$ cat src/rtl/vga_sync_gen.sv
// VGA timing source: divides the system clock to a pixel tick and produces the
// pixel coordinates, blanking flag, registered sync pulses and frame marker.
module vga_sync_gen #(
    parameter int unsigned HD  = 640,
    parameter int unsigned HF  = 16,
    parameter int unsigned HR  = 96,
    parameter int unsigned HB  = 48,
    parameter int unsigned VD  = 480,
    parameter int unsigned VF  = 10,
    parameter int unsigned VR  = 2,
    parameter int unsigned VB  = 33,
    parameter int unsigned DIV = 4
) (
    input  logic       clk,
    input  logic       reset,
    output logic       hsync,
    output logic       vsync,
    output logic       video_on,
    output logic       p_tick,
    output logic [9:0] pixel_x,
    output logic [9:0] pixel_y,
    output logic       frame_start
);

    localparam int unsigned DW = (DIV > 1) ? $clog2(DIV) : 1;

    localparam logic [DW-1:0] DivLast  = DW'(DIV - 1);
    localparam logic [9:0]    HMax     = 10'(HD + HF + HR + HB - 1);
    localparam logic [9:0]    VMax     = 10'(VD + VF + VR + VB - 1);
    localparam logic [9:0]    HVis     = 10'(HD);
    localparam logic [9:0]    VVis     = 10'(VD);
    localparam logic [9:0]    HsStart  = 10'(HD + HF);
    localparam logic [9:0]    HsEnd    = 10'(HD + HF + HR - 1);
    localparam logic [9:0]    VsStart  = 10'(VD + VF);
    localparam logic [9:0]    VsEnd    = 10'(VD + VF + VR - 1);

    logic [DW-1:0] div_cnt_q, div_cnt_d;
    logic [9:0]    h_q, h_d;
    logic [9:0]    v_q, v_d;
    logic          hsync_q, hsync_d;
    logic          vsync_q, vsync_d;
    logic          frame_start_q, frame_start_d;
    logic          h_end, v_end;

    always_comb begin
        p_tick    = (div_cnt_q == DivLast);
        div_cnt_d = p_tick ? '0 : div_cnt_q + 1'b1;
        h_end     = (h_q == HMax);
        v_end     = (v_q == VMax);

        h_d = h_q;
        v_d = v_q;
        if (p_tick) begin
            h_d = h_end ? 10'd0 : h_q + 10'd1;
            if (h_end) begin
                v_d = v_end ? 10'd0 : v_q + 10'd1;
            end
        end

        // Syncs decode the next-state counters so they move on the same edge as pixel_x/y.
        hsync_d       = !((h_d >= HsStart) && (h_d <= HsEnd));
        vsync_d       = !((v_d >= VsStart) && (v_d <= VsEnd));
        frame_start_d = p_tick && h_end && v_end;
    end

    always_ff @(posedge clk) begin
        if (reset) begin
            div_cnt_q     <= '0;
            h_q           <= 10'd0;
            v_q           <= 10'd0;
            hsync_q       <= 1'b1;
            vsync_q       <= 1'b1;
            frame_start_q <= 1'b0;
        end else begin
            div_cnt_q     <= div_cnt_d;
            h_q           <= h_d;
            v_q           <= v_d;
            hsync_q       <= hsync_d;
            vsync_q       <= vsync_d;
            frame_start_q <= frame_start_d;
        end
    end

    assign pixel_x     = h_q;
    assign pixel_y     = v_q;
    assign hsync       = hsync_q;
    assign vsync       = vsync_q;
    assign frame_start = frame_start_q;
    assign video_on    = (h_q < HVis) && (v_q < VVis);

endmodule

$ cat config.mk
export PLATFORM = sky130hd
export DESIGN_NAME = vga_sync_gen
export DESIGN_NICKNAME = d
export VERILOG_FILES = /design/src/rtl/vga_sync_gen.sv
export SDC_FILE = /design/constraint.sdc
export NUM_CORES = 1
export LEC_CHECK = 0
export ABC_AREA = 1
export BUFFER_PORTS_ARGS = -buffer_cell sky130_fd_sc_hd__buf_2
export CORE_UTILIZATION = 40
export CTS_BUF_LIST = sky130_fd_sc_hd__clkbuf_4
export DETAILED_ROUTE_END_ITERATION = 8
export PLACE_DENSITY = 0.66
export SKIP_LAST_GASP = 1
export SYNTH_ARGS = -nofsm -noshare
export SYNTH_HDL_FRONTEND = slang
export SYNTH_SLANG_ARGS = --single-unit
$ cat constraint.sdc
create_clock -name clk -period 1.4 [get_ports clk]
set_input_delay 0.28 -clock clk [delete_from_list [all_inputs] [get_ports clk]]
set_output_delay 0.28 -clock clk [all_outputs]
set_load 0.005 [all_outputs]
==> flow_summary.json <==
{
  "outcome": "complete, but fails checks",
  "violations": "setup timing",
  "setup_viol_count_final": 15,
  "fp.dieW_um": 61.4,
  "syn_area_um2": 1410,
  "placed_cells": 329,
  "grt_pass1_wl_mm": 6.36,
  "synth_async_sr_flop_share_pct": 0,
  "power.static_leakage_nw": 1.07,
  "worst_slack_ns": -0.175,
  "finalWirelength_mm": 4.04,
  "worstHoldPathType": "in -> reg",
  "vdd_ir_drop_max_v": 0.000335,
  "max-cap-violations": 0,
  "rrSetupSlack_ns": -0.18,
  "timing.slew.headroom_pct": 77.8,
  "rsz0062_at_grt": "true",
  "max_slew.worst_pin.slew_ns": 0.333,
  "clock_path_buffers": 2,
  "htree_levels": 1,
  "postPlaceCellArea_um2": 1960,
  "fmax_mhz": 635,
  "synthCells": 215,
  "timing.setup.critical_path_class": "reg -> reg",
  "synth_top_area_cell": "dfxtp_1",
  "yosysMostFrequentCell": "nand2_1",
  "syn2layout_area_growth_pct": 55.9,
  "synth-seq-area-share_pct": 35.5,
  "vias": 1627,
  "initial_antenna_violation_count": 0,
  "insertedDiodeCount": 0,
  "detail_route.wl_per_cell_um": 11.8,
  "detailedRoute.firstIterationViolations": 105,
  "clkSinkCount": 25,
  "cp_max_fo": 6,
  "cts.root.buffer_cell": "clkbuf_4",
  "drc": 0,
  "cts_buffers": 3,
  "yosysWarnings": 0,
  "die_h_um": 61.4,
  "initial_core_util_pct": 41.9,
  "postSynthAreaPerCell_um2": 6.56,
  "timing_max_transition_violations_final": 0,
  "hpwl_mm": 2.92,
  "vias_per_instance": 4.76,
  "timing_hold_violations_final": 0,
  "finalClockSkew_ns": 0.00284,
  "clkLatencyLatePin_ns": 0.31,
  "grt_pass1_vias": 1431,
  "worst-endpoint-required_ns": 1.63,
  "synth_nets": 221,
  "io_pins": 27,
  "finalCriticalPeriod_ns": 1.58,
  "yosys.cell_types.count": 28,
  "core.rowCount": 21,
  "drive_gt1_share_pct": 45.9,
  "portBuffers": 26,
  "grt_max_degree": 17,
  "dominantRegCellSynth": "dfxtp_1",
  "fin_nets": 303,
  "setup_tns_ns": -1.34,
  "synth_commonest_cells": "55 x nand2_1, 35 x nor2_1, 29 x inv_1",
  "cts.clk_slew.worst_paths_ns": 0.14,
  "cp_data_arrival_time_ns": 1.80,
  "worst_setup_path_end_kind": "flip-flop",
  "min_period_over_period_pct": 113,
  "final_design_area_no_fill_um2": 2200,
  "fin_total_pwr_mw": 1.16,
  "ant_nets": 0,
  "fp.dieArea_um2": 3770,
  "tritoncts": "yes",
  "yosys.area.top_type_share_pct": 35.5,
  "core_area_um2": 3360,
  "yosys_register_bits": 25,
  "weighted_congestion_reported_at_the_end_of_routability_driven_placement": 0.902,
  "global_route.usage.total_pct": 22.9,
  "netlist_top_cells_area": "dfxtp_1 35%, nand2_1 15%, nor2_1 9.3%",
  "synth_enable_flop_cells": 0,
  "detailedRoute.firstPassIterationCount": 4,
  "grt.overflow.total": 0,
  "p_per_area_nw_per_um2": 529,
  "instances_no_fill": 342,
  "setup.worst_path.start_class": "flip-flop"
}
## sequential cells by signal, indices dropped and copies added, names as in the netlist
| name | count |
|---|---|
| frame_start | 1 |
| div_cnt_q | 2 |
| pixel_y | 10 |
| pixel_x | 10 |
| hsync | 1 |
| vsync | 1 |
## final timing paths
| kind | cells past startpoint | endpoint | start |
|---|---|---|---|
| max reg2reg | 12 | vsync | pixel_x[1] |
| min | 3 | frame_start | reset |
| min reg2reg | 1 | div_cnt_q[0] | div_cnt_q[0] |
| max | 12 | vsync | pixel_x[1] |
## worst max-delay path, stage by stage, from the launching register on
cell and delay (ns):
dfxtp_4 0.38, ha_4 0.14, nand2_4 0.08, inv_4 0.07, nand3_4 0.08, nor2_4 0.17
nand2_2 0.13, nor2_1 0.11, nand2_1 0.07, nand2_1 0.06, nand2_1 0.05, nor2_1 0.09
nand2_1 0.05
## layout make-up
| cell class | count | area (um2) |
|---|---|---|
| fill | 298 | 1160 |
| timing repair buffer | 80 | 564 |
| multi-input combinational | 154 | 896 |
| tap | 46 | 57.6 |
| sequential | 25 | 524 |
| inverter | 33 | 126 |
| clock buffer | 4 | 30.0 |
## through the flow
stage / setup slack [ns] / util [%] / hold slack [ns]
2_1_floorplan: -0.0717 / - / 0.437
3_3_place_gp: -0.202 / 58.4 / 0.448
3_5_place_dp: -0.211 / 58.4 / 0.458
4_1_cts: -0.155 / 63.1 / 0.370
5_1_grt: -0.331 / 65.4 / 0.380
6_report: -0.175 / 65.4 / 0.360
## per-layer routing
layer  routed length (um)  global-route usage (%)  up-vias
met2                 1900                    37.1       44
met5                    0                       0        -
li1                     -                       -      841
met4                   61                    6.35        0
met3                  194                    2.52        6
met1                 1880                    32.3      736
## cells by family (layout without fill, tap and decap cells)
family,after synthesis,in the layout,synth area share [%]
AND/OR/NAND/NOR,130,130,42.9
buffers and inverters,36,117,9.58
flip-flops,25,25,35.5
AO/OA/AOI/OAI,18,18,7.28
adder cells (fa/ha/maj),4,4,3.55
XOR/XNOR,2,2,1.24
## repair_timing
| item | 4_1_cts | 5_1_grt |
|---|---|---|
| gates resized for setup | 22 | 22 |
| setup endpoints to repair | 17 | 21 |
| setup buffers | 8 | 4 |
| pin swaps | 7 | 7 |
| hold buffers | 0 | 0 |
## placed cells by master, fill, tap and decap left out, drive strengths merged
cell type and count:
a21oi 8, nand3 18, a31o 1, o21bai 1, dfxtp 25, nand2 58, nor4 1, buf 80
nor2 39, nand3b 1, nor3 5, ha 4, clkbuf 4, nand4 6, xnor2 2, inv 33
and2 1, o211ai 1, or2 1, o21ai 7
## power by group
part	switching [mW]	internal [mW]
Clock	0.215	0.131
Combinational	0.0466	0.0448
Sequential	0.00818	0.716
Total	0.270	0.892
No activity file was read; power rests on OpenSTA's default activity.
